$ cat config.mk
export PLATFORM = sky130hd
export DESIGN_NAME = enemy_bullet_ctl
export DESIGN_NICKNAME = d
export VERILOG_FILES = /design/src/rtl/enemy_bullet_ctl.sv
export SDC_FILE = /design/constraint.sdc
export NUM_CORES = 1
export LEC_CHECK = 0
export ABC_AREA = 1
export BUFFER_PORTS_ARGS = -buffer_cell sky130_fd_sc_hd__buf_4
export CAP_MARGIN = 20
export CORE_MARGIN = 4
export CORE_UTILIZATION = 40
export CTS_BUF_LIST = sky130_fd_sc_hd__clkbuf_4 sky130_fd_sc_hd__clkbuf_8 sky130_fd_sc_hd__clkbuf_16
export DETAILED_ROUTE_END_ITERATION = 10
export SLEW_MARGIN = 20
export SYNTH_ARGS = -nofsm -noshare
export SYNTH_HDL_FRONTEND = slang
export SYNTH_SLANG_ARGS = --single-unit
export TNS_END_PERCENT = 50
$ cat constraint.sdc
create_clock -name pclk -period 3.3 [get_ports pclk]
set_input_delay 0.495 -clock pclk [delete_from_list [all_inputs] [get_ports pclk]]
set_output_delay 0.495 -clock pclk [all_outputs]
set_load 0.01 [all_outputs]
$ cat src/rtl/enemy_bullet_ctl.sv
// Per-enemy bullet controller: spawns one bullet at the enemy muzzle, moves it down each tick, retires it on exit or hit.
// Optional ENEMY_BULLET_AIM_EN: the bullet's x steers one pixel per tick toward player_x.
module enemy_bullet_ctl #(
  parameter int N          = 1,
  parameter int TICK_LIMIT = 500000,
  parameter int SPEED      = 4,
  parameter int X_OFFSET   = 20,
  parameter int Y_OFFSET   = 40,
  parameter int Y_LIMIT    = 600,
  parameter int COOL_TICKS = 30
) (
  input  logic        pclk,
  input  logic        rst,
  input  logic [11:0] xpos_in,
  input  logic [11:0] ypos_in,
  input  logic        shot_in,
  input  logic        hit_in,
  input  logic [11:0] player_x,
  output logic [11:0] xpos_out,
  output logic [11:0] ypos_out,
  output logic        bullet_on,
  output logic        fired
);

  localparam int TW = 20;
  localparam int CW = (COOL_TICKS < 2) ? 1 : $clog2(COOL_TICKS);

  if (N < 0 || TICK_LIMIT < 2 || TICK_LIMIT > (1 << 20) || COOL_TICKS < 1) begin : g_param_check
    $error("enemy_bullet_ctl: illegal parameter value");
  end

  typedef enum logic [1:0] {IDLE, FLY, COOL} state_t;

  state_t          state;
  logic [TW-1:0]   tick_cnt;
  logic [CW-1:0]   cool_cnt;
  logic            tick;
  logic [12:0]     x_sum;
  logic [12:0]     y_sum;
  logic [12:0]     y_step;
  logic [11:0]     x_spawn;
  logic [11:0]     y_spawn;

  assign tick = (tick_cnt == TW'(TICK_LIMIT - 1));

  // Muzzle position saturates at the 12-bit screen edge instead of wrapping.
  assign x_sum   = {1'b0, xpos_in} + 13'(X_OFFSET);
  assign y_sum   = {1'b0, ypos_in} + 13'(Y_OFFSET);
  assign x_spawn = x_sum[12] ? 12'hFFF : x_sum[11:0];
  assign y_spawn = y_sum[12] ? 12'hFFF : y_sum[11:0];
  assign y_step  = {1'b0, ypos_out} + 13'(SPEED);

`ifndef ENEMY_BULLET_AIM_EN
  logic unused_player;
  assign unused_player = ^player_x;
`endif

  always_ff @(posedge pclk or posedge rst) begin
    if (rst) begin
      state     <= IDLE;
      tick_cnt  <= '0;
      cool_cnt  <= '0;
      xpos_out  <= '0;
      ypos_out  <= '0;
      bullet_on <= 1'b0;
      fired     <= 1'b0;
    end else begin
      // Free-running; phase is never disturbed by state changes.
      tick_cnt <= tick ? '0 : tick_cnt + 1'b1;
      fired    <= 1'b0;
      case (state)
        IDLE: begin
          if (shot_in) begin
            state     <= FLY;
            xpos_out  <= x_spawn;
            ypos_out  <= y_spawn;
            bullet_on <= 1'b1;
            fired     <= 1'b1;
          end
        end
        FLY: begin
          if (hit_in) begin
            state     <= COOL;
            cool_cnt  <= '0;
            bullet_on <= 1'b0;
          end else if (tick) begin
            if (y_step >= 13'(Y_LIMIT)) begin
              state     <= COOL;
              cool_cnt  <= '0;
              bullet_on <= 1'b0;
            end else begin
              ypos_out <= y_step[11:0];
`ifdef ENEMY_BULLET_AIM_EN
              // Strict compares keep x inside 0..4095 without explicit clamps.
              if (xpos_out < player_x) begin
                xpos_out <= xpos_out + 12'd1;
              end else if (xpos_out > player_x) begin
                xpos_out <= xpos_out - 12'd1;
              end
`endif
            end
          end
        end
        COOL: begin
          if (tick) begin
            if (cool_cnt == CW'(COOL_TICKS - 1)) begin
              state <= IDLE;
            end else begin
              cool_cnt <= cool_cnt + 1'b1;
            end
          end
        end
        default: begin
          state     <= IDLE;
          bullet_on <= 1'b0;
        end
      endcase
    end
  end

endmodule

==> results by group <==
Synth
  – Distinct cells, synth: 42
  – Post-Synth Simple-Gate Area: 36.8%
  – Compound-Gate Fraction of Synth Area: 9.55%
  – Main combinational cell family by area after synthesis: simple AND/OR/NAND/NOR gates
  – Mux share of post-synthesis cell area: 0%
  – Post-synthesis sequential element count: 53
  – Yosys synthesis warning count: 0
  – Post-Syn Area: 3370 sq um
  – Sequential area share after synthesis: 39.4%
  – Synth Area in Adders: 2.60%
  – Gate Count Post-Synth: 438
  – Number of nets produced by synthesis: 485
  – Synth Area in XOR/XNOR: 4.16%
  – Post-synthesis average cell area: 7.69 sq um

Placement
  – Hpwl dp: 5830 microns
  – Pre-CTS setup slack: 1.19 ns
  – Final weighted congestion in routability-driven placement: 0.810
  – I/O Buffers: 53

Timing
  – Number of endpoints failing setup at the final stage: 0
  – Final critical-path setup slack: 1.31 ns
  – Max-slew violation total from the final report: 0
  – Final Cycle Share: 60.4%
  – Max Clk Rate: 501 MHz
  – TNS Setup: 0 ns
  – Final worst hold slack: 0.220 ns
  – Clock Skew: 0.0118 ns
  – Minimum clock period after layout: 1.99 ns
  – Setup repair after global routing missed its margin: no
  – Final Hold Fails: 0
  – Transition time at the pin with the least slew margin: 0.516 ns
  – Headroom to the max-slew limit: 65.5%

Route
  – Vias: 2943
  – Average vias per placed instance: 4.91
  – Total wire length after detailed routing: 7480 microns
  – First-pass DRT Iterations: 4
  – Iteration-0 DRC count of the detailed router: 103
  – Remaining design rule violation count: 0
  – Remaining antenna violation count: 0
  – Mean routed wirelength per cell: 12.5 microns

Layout
  – Core utilization of the finished layout: 48.3%
  – Commonest non-fill, non-tap cell in the layout: sky130_fd_sc_hd__nand2_1
  – Highest-count cells in the layout ignoring fill and taps: sky130_fd_sc_hd__nand2_1, sky130_fd_sc_hd__nor2_1, sky130_fd_sc_hd__buf_4
  – Layout cells sized above 1: 20.6%
  – Layout Nets: 541
  – Post-synthesis to final-layout area growth: 17.9%
  – Fill cells: 832
  – Count of inserted antenna diode cells: 0

Power
  – Worst-case vdd ir drop: 180 uV
  – Cell area power density: 295 nW/um^2
  – Pleak: 2.05 nW

Floorplanning
  – Die extent in x: 99.8 microns
  – DIE AREA: 9950 sq um
  – Die outline height: 99.8 microns
  – Initial core utilization: 41.0%
  – Top Ports: 66
  – Number of rows created at floorplan: 33
  – Core Region: 8220 sq um

Global routing
  – Grt ovf: 0
  – Wire length of the first global-routing pass: 13400 microns
  – Met3 Resource Use GR: 3.51%
  – Vias in the first global route: 2911
  – Busiest grt layer: met2
  – Overall track demand over capacity in global routing: 16.3%
  – Met1 usage in global routing: 21.6%
  – Met2 layer usage reported by global route: 27.2%
  – Initial antenna violation count: 0
  – Pin count of the biggest net entering global routing: 31

CTS
  – Number of sinks on the clock net: 53
  – TritonCTS clock tree: built
  – Clock H-tree levels: 2
  – CTS resizes: 0
  – Skew-Pair Late Insertion Delay: 0.30 ns
  – Postcts setup bufs: 0
  – Clock Tree Root: sky130_fd_sc_hd__clkbuf_8
  – Worst-case clock buffer depth: 2
  – CTS clk-pin slew, worst paths: 0.10 ns
  – Cts bufs inserted: 5
  – Cts-stage hold buffer count: 0

Setup path
  – Setup slack of the most critical reg-to-reg path: 1.31 ns
  – Critical path's largest stage delay: 0.48 ns
  – Critical Path Start Type: flip-flop
  – Crit. End Element: flip-flop
  – Slowest cell on the critical path: sky130_fd_sc_hd__dfrtp_1
  – Req. time, crit path: 3.49 ns
  – CP top delay family: simple AND/OR/NAND/NOR gates
  – Worst-path maximum fanout: 11
  – Crit path DAT: 2.19 ns
  – Buffers and inverters on the worst path: 0
  – Ordered cell list for the critical path: ha_1 > nand2_2 > nor2_4 > nand3_1 > nand2_1 > nor2_4 > nand2_2 > nor2_4 > nand2_2 > nand2_4 > nand3_4 > nand2_1 > nand2_1
  – CP Class: reg2reg

Job
  – Max-Cap Viols: 0

Hold path
  – Type of the tightest min-delay check: in2async

Outcome
  – Status: complete, no violations
power by group:
| part | total, mW | switching, mW | internal, mW |
|---|---|---|---|
| registers | 0.649 | 0 | 0.649 |
| logic | 0.0838 | 0.0468 | 0.0370 |
| clock network | 0.439 | 0.218 | 0.221 |
worst paths after layout:
kind	startpoint	to	depth (start not counted)
setup reg to reg	ypos_out[2]	ypos_out[8]	13
min in group pclk	xpos_in[2]	xpos_out[2]	2
max in group asynchronous	rst	cool_cnt[0]	3
hold / removal	rst	ypos_out[10]	2
hold reg to reg	bullet_on	bullet_on	2
setup / recovery	ypos_out[2]	ypos_out[8]	13
cell families after synthesis:
kind of cell    count (synthesis)
fa+ha+maj                       7
simple gates                  247
xor+xnor                       16
buf+inv                        62
flops                          53
compound gates                 53
per-stage QoR:
stage,power (mW),instance area [sq um],instances
after global placement,0.746,3870,592
final,1.17,3970,599
after global routing,1.23,3970,599
after CTS,1.19,3970,599
after detailed placement,0.747,3870,592
after floorplan,0.703,3370,438
registers in the layout, summed over array words and instances, names as in the netlist:
signal,cells
tick_cnt,20
xpos_out,12
ypos_out,12
cool_cnt,5
state,2
bullet_on,1
fired,1
per-layer routing:
| layer | part of all wire [%] | wire length (microns) |
|---|---|---|
| met1 | 46 | 3430 |
| met2 | 49 | 3680 |
| met3 | 3.7 | 276 |
| met4 | 1.2 | 90 |
| met5 | 0 | 0 |
cells in the mapped netlist:
library cell	instances	area, sq um
sky130_fd_sc_hd__a41oi_1	1	8.76
sky130_fd_sc_hd__a21oi_4	1	16.3
sky130_fd_sc_hd__o21ai_0	12	60.1
sky130_fd_sc_hd__clkinv_1	1	3.75
sky130_fd_sc_hd__or2_4	1	8.76
sky130_fd_sc_hd__o21bai_1	2	15.0
sky130_fd_sc_hd__a22oi_1	3	22.5
sky130_fd_sc_hd__buf_6	2	22.5
sky130_fd_sc_hd__ha_1	7	87.6
sky130_fd_sc_hd__nor3_1	8	40.0
sky130_fd_sc_hd__nand3_4	3	52.6
sky130_fd_sc_hd__nor2_4	5	56.3
sky130_fd_sc_hd__nor3_4	3	48.8
sky130_fd_sc_hd__o22a_1	3	26.3
sky130_fd_sc_hd__xor2_1	16	140
sky130_fd_sc_hd__and3_2	1	7.51
sky130_fd_sc_hd__inv_2	3	11.3
sky130_fd_sc_hd__nand3_2	1	10.0
sky130_fd_sc_hd__nand4_1	15	93.8
sky130_fd_sc_hd__nand2_2	6	37.5
sky130_fd_sc_hd__dfrtp_1	53	1330
sky130_fd_sc_hd__nor4_2	1	12.5
sky130_fd_sc_hd__nand2_1	104	390
sky130_fd_sc_hd__nand2_4	3	33.8
sky130_fd_sc_hd__nor3_2	1	10.0
sky130_fd_sc_hd__nor2_1	56	210
sky130_fd_sc_hd__nand3_1	27	135
sky130_fd_sc_hd__nor4_1	2	12.5
sky130_fd_sc_hd__a211oi_1	1	7.51
sky130_fd_sc_hd__or2_2	3	18.8
sky130_fd_sc_hd__a21oi_1	20	100
sky130_fd_sc_hd__buf_2	3	15.0
sky130_fd_sc_hd__nor2_8	1	20.0
sky130_fd_sc_hd__nand3b_1	2	15.0
sky130_fd_sc_hd__nor2_2	4	25.0
sky130_fd_sc_hd__a21oi_2	1	8.76
sky130_fd_sc_hd__a31oi_1	3	18.8
sky130_fd_sc_hd__o221ai_1	1	8.76
sky130_fd_sc_hd__o21ai_2	1	8.76
sky130_fd_sc_hd__inv_1	52	195
sky130_fd_sc_hd__inv_4	1	6.26
sky130_fd_sc_hd__o21ai_1	4	20.0
area by class of cell:
| cell class | count | area [sq um] | area share (%) |
|---|---|---|---|
| Tap cell | 105 | 131 | 3.31 |
| Clock inverter | 2 | 35.0 | 0.882 |
| Inverter | 57 | 216 | 5.45 |
| Multi-Input combinational cell | 323 | 1790 | 45.0 |
| Clock buffer | 5 | 68.8 | 1.73 |
| Timing Repair Buffer | 54 | 405 | 10.2 |
| Sequential cell | 53 | 1330 | 33.4 |
No activity file was read; power rests on OpenSTA's default activity.
